### src/rtl/pipe_sequencer.sv
// Pipeline hazard/stall sequencer: load-use bubbles, branch flush, and a data-memory access FSM with timeout.
// Control outputs are combinational from state and inputs; state, counters and error flag are registered.
module pipe_sequencer #(
  parameter int TIMEOUT = 16,
  parameter int CNT_W   = 16
) (
  input  logic             clk_i,
  input  logic             rst_i,
  input  logic [4:0]       ID_RS1_i,
  input  logic [4:0]       ID_RS2_i,
  input  logic [4:0]       EX_RD_i,
  input  logic             EX_MemRead_i,
  input  logic             Branch_taken_i,
  input  logic             MEM_MemRead_i,
  input  logic             MEM_MemWrite_i,
  input  logic             mem_ack_i,
  output logic             mem_req_o,
  output logic             Stall_o,
  output logic             PC_Write_o,
  output logic             IFID_Write_o,
  output logic             NoOp_o,
  output logic             Flush_o,
  output logic             error_o,
  output logic [1:0]       state_o,
  output logic [CNT_W-1:0] stall_cnt_o
);

  typedef enum logic [1:0] {
    IDLE   = 2'b00,
    ACCESS = 2'b01,
    ERROR  = 2'b10
  } state_t;

  localparam logic [7:0] WAIT_LAST = 8'(TIMEOUT - 1);

  state_t     state;
  logic [7:0] wait_cnt;
  logic       mem_op;
  logic       hazard;

  always_comb begin
    mem_op = MEM_MemRead_i | MEM_MemWrite_i;
    hazard = EX_MemRead_i && (EX_RD_i != 5'd0) &&
             ((EX_RD_i == ID_RS1_i) || (EX_RD_i == ID_RS2_i));

    // The ack cycle drops the stall so the memory instruction retires on that edge.
    Stall_o = ((state == IDLE) && mem_op) ||
              ((state == ACCESS) && !mem_ack_i) ||
              (state == ERROR);

    PC_Write_o   = 1'b0;
    IFID_Write_o = 1'b0;
    NoOp_o       = 1'b0;
    Flush_o      = 1'b0;
    if (!Stall_o) begin
      if (hazard) begin
        NoOp_o = 1'b1;
      end else begin
        PC_Write_o   = 1'b1;
        IFID_Write_o = 1'b1;
        Flush_o      = Branch_taken_i;
      end
    end
  end

  assign mem_req_o = (state == ACCESS);
  assign state_o   = state;

  always_ff @(posedge clk_i) begin
    if (rst_i) begin
      state       <= IDLE;
      wait_cnt    <= 8'd0;
      error_o     <= 1'b0;
      stall_cnt_o <= '0;
    end else begin
      if ((Stall_o || NoOp_o) && (stall_cnt_o != {CNT_W{1'b1}}))
        stall_cnt_o <= stall_cnt_o + 1'b1;

      case (state)
        IDLE: begin
          if (mem_op) begin
            state    <= ACCESS;
            wait_cnt <= 8'd0;
          end
        end
        ACCESS: begin
          if (mem_ack_i) begin
            state <= IDLE;
          end else if (wait_cnt == WAIT_LAST) begin
            state   <= ERROR;
            error_o <= 1'b1;
          end else begin
            wait_cnt <= wait_cnt + 8'd1;
          end
        end
        ERROR: begin
          error_o <= 1'b1;
        end
        default: state <= IDLE;
      endcase
    end
  end

endmodule

### config.mk
export PLATFORM = sky130hd
export DESIGN_NAME = pipe_sequencer
export DESIGN_NICKNAME = d
export VERILOG_FILES = /design/src/rtl/pipe_sequencer.sv
export SDC_FILE = /design/constraint.sdc
export NUM_CORES = 1
export LEC_CHECK = 0
export BUFFER_PORTS_ARGS = -buffer_cell sky130_fd_sc_hd__buf_2
export CAP_MARGIN = 0
export CELL_PAD_IN_SITES_DETAIL_PLACEMENT = 0
export CELL_PAD_IN_SITES_GLOBAL_PLACEMENT = 1
export CORE_UTILIZATION = 42
export DETAILED_ROUTE_END_ITERATION = 10
export GPL_TIMING_DRIVEN = 0
export PLACE_DENSITY = 0.92
export SLEW_MARGIN = 15
export SYNTH_ARGS = -nofsm -noshare
export SYNTH_HDL_FRONTEND = slang
export SYNTH_SLANG_ARGS = --single-unit
### constraint.sdc
create_clock -name clk_i -period 3.85 [get_ports clk_i]
set_input_delay 0 -clock clk_i [delete_from_list [all_inputs] [get_ports clk_i]]
set_output_delay 0 -clock clk_i [all_outputs]
set_load 0.005 [all_outputs]
==> flow_summary.toml <==
[synth]
synth_top_cell_by_area = "dfxtp_1"
synth.net_count = 252
ys_warn_count = 0
synthesis.area_sq_um = 1870
synth-seq-area-share_pct = 28.9
synth.top_cell.area_share_pct = 28.9
synth_ff_type = "dfxtp_1"
synth.area.mux_share_pct = 12.0
synth_cells = 228
synthArstFlopShare_pct = 0
synth_edf_count = 0
synth_common_cells = "nor2_1 (32), dfxtp_1 (27), nand3_1 (19), nor2b_1 (16), xor2_1 (10)"
avgSynthCellArea_sq_um = 8.19
synth_fa_ha_area_share_pct = 1.34
synth_xor_area_share_pct = 7.50
yosysUniqueCellTypes = 47
ys_top_cells_by_area = "dfxtp_1 (29%), nor2_1 (6.4%), mux2_4 (5.6%), nor2b_1 (5.4%), nand3_1 (5.1%)"
synth-compound-area-share_pct = 11.5
synth-simple-area-share_pct = 33.2
yosysMostFrequentCell = "nor2_1"
ys_seq_elements = 27
synth_top_family_by_area = "simple AND/OR/NAND/NOR gates"

[detailed_routing]
wirelength_um = 4450
drc = 0
wire_per_inst_um = 13.6
drt_pass1_iterations = 4
initialDrtViolationCount = 105
vias = 1798
routed_via_density = 5.50
ant_nets = 0

[placed_design]
post-dp-hpwl_um = 3280
port_buffers = 45
dpl_cell_area_sq_um = 2160
place_inst = 323
gp_congestion = 0.874

[global_routing]
grt_overflow_total = 0
antenna_found_initial = 0
grt_max_degree = 15
first_global_vias = 1532
globalRouteTotalUtil_pct = 20.1
grt_pass1_wl_um = 7160

[worst_setup_path]
cp_slowest_cell = "or4_1"
arrival_ns = 2.32
rr_endpoint = "stall_cnt_o[11]"
cp_cell_sequence = "ha_1 -> nand4_1 -> or4_1 -> buf_6 -> buf_8 -> nand3_1 -> o21ai_1 -> mux2_4"
critPathCaptureType = "register"
r2r_slack_ns = 1.71
crit_fanout = 10
required_ns = 4.02
r2r_cells = 8
startpoint_type = "register"
crit_family = "simple AND/OR/NAND/NOR gates"
path_buf_inv = 2
critical_path_class = "register to register"
slowest_delay_ns = 0.44
r2r-start = "stall_cnt_o[0]"

[finish]
multi_input_area_sq_um = 1220
drive_gt1_share_pct = 27.1
n_antenna_cell = 0
areaGrowthSynthToFinish_pct = 17.8
fillCellCount = 404
num-nets-final = 302
ff_latch_area_sq_um = 541
fin_area_sq_um = 2200
fin_cells = 327

[clocking]
cts_made_buffers = 3
htreeDepth = 1
tritoncts = "built"
cts.sinks = 27
post_cts_buffers = 0
postCtsHoldBufs = 0
insertion_delay_ns = 0.27
ctsResizeCount = 0
cts-root-buf = "clkbuf_8"
path_clk_slew_ns = 0.10
cts_buffer_depth = 2

[sta]
relSlewSlack_pct = 52.4
final.setup_skew_ns = 0.00354
min_period_over_period_pct = 55.7
tightest_slew_ns = 0.708
final_hold_viol_count = 0
tns_ns = 0
slew_violations = 0
period_needed_ns = 2.14
fmax_mhz = 467
rsz0062_at_grt = "no"
setup_viol = 0
whs_ns = 0.149

[die]
ioPinCount = 47
num_rows = 23
die_w_um = 68.7
fp.coreArea_sq_um = 4140
initial_core_util_pct = 45.1
die_area_sq_um = 4720
die_h_um = 68.7

[power]
switching_power_mw = 0.161
p_leak_nw = 0.941
combPwrFrac_pct = 18.0
peakVddDrop_mv = 0.121
swShare_pct = 28.5
powerDensity_nw_per_um2 = 256
internal-power_mw = 0.403
seq_power_share_pct = 52.2
clkPwrFrac_pct = 29.8

[worst_hold_path]
holdPathStages = 4
min_path_type = "input port to register"
hold_path_end = "state_o[1]"
worstHoldStart = "mem_ack_i"

[outcome]
status = "finished clean"

[run]
drv_cap = 0
-- worst max path at each step --
stage                     slack, ns      startpoint  cells past startpoint              end
after floorplan                1.91  stall_cnt_o[0]                      8   stall_cnt_o[2]
after global placement         1.73      state_o[1]                      7  stall_cnt_o[11]
after detailed placement       1.74  stall_cnt_o[0]                      8  stall_cnt_o[11]
after CTS                      1.73  stall_cnt_o[0]                      8   stall_cnt_o[0]
after global routing           1.58  stall_cnt_o[0]                      8  stall_cnt_o[13]
final                          1.71  stall_cnt_o[0]                      8  stall_cnt_o[11]
-- area by class of cell --
class,count,share of cell area [%]
inverters,7,1.19
clock buffers,4,2.05
repair buffers,45,10.2
plain buffers,13,3.52
well taps,50,2.84
multi-input cells,181,55.6
flip-flops and latches,27,24.6
-- worst min-delay path, delay by kind of cell --
family | cells | cell delay, ns
AO/OA/AOI/OAI | 1 | 0.16
AND/OR/NAND/NOR | 2 | 0.11
buffers and inverters | 1 | 0.11
-- flip-flops by register name, indices dropped and copies added, names as in the netlist --
| register | flops |
|---|---|
| state_o | 2 |
| stall_cnt_o | 16 |
| error_o | 1 |
| wait_cnt | 8 |
-- metrics by stage --
step                power [mW]  utilization (%)  setup slack, ns
floorplan                0.361                -             1.91
global placement         0.401             52.0             1.73
detailed placement       0.402             52.0             1.74
CTS                      0.569             53.1             1.73
global route             0.592             53.1             1.58
finish                   0.564             53.1             1.71
-- per-layer routing --
metal | GRT usage [%] | up-vias | share of wire, % | routed length [um]
met5 | 0 | - | 0 | 0
met4 | 6.89 | 0 | 0.81 | 36
met3 | 2.96 | 4 | 7.6 | 336
met2 | 30.0 | 61 | 42 | 1860
met1 | 29.1 | 817 | 50 | 2220
li1 | - | 916 | - | -
-- power by group through the flow --
stage	logic (mW)	registers (mW)	clock network, mW
after floorplan	0.0621	0.299	0
after global placement	0.100	0.301	0
after detailed placement	0.102	0.301	0
after CTS	0.102	0.294	0.172
after global routing	0.115	0.295	0.182
final	0.102	0.294	0.168
-- logic make-up after synthesis --
family / after synthesis
AO/OA/AOI/OAI: 30
XOR/XNOR: 16
adder cells (fa/ha/maj): 2
buffers and inverters: 20
flip-flops: 27
multiplexers: 18
AND/OR/NAND/NOR: 115
-- cells in the final DEF, fill, tap and decap left out, types with 4 or more instances in the layout --
cell	n
nand4_1	9
mux2_2	5
o21ai_1	9
and3_1	6
xnor2_1	6
nand3_1	19
and2_1	4
nand2_1	9
nor2_1	32
o32ai_1	4
dfxtp_1	27
mux2_4	7
mux2i_1	4
nor3_1	4
nor2b_1	16
buf_2	47
clkbuf_1	8
xor2_1	10
inv_1	7
No activity file was read; power rests on OpenSTA's default activity.
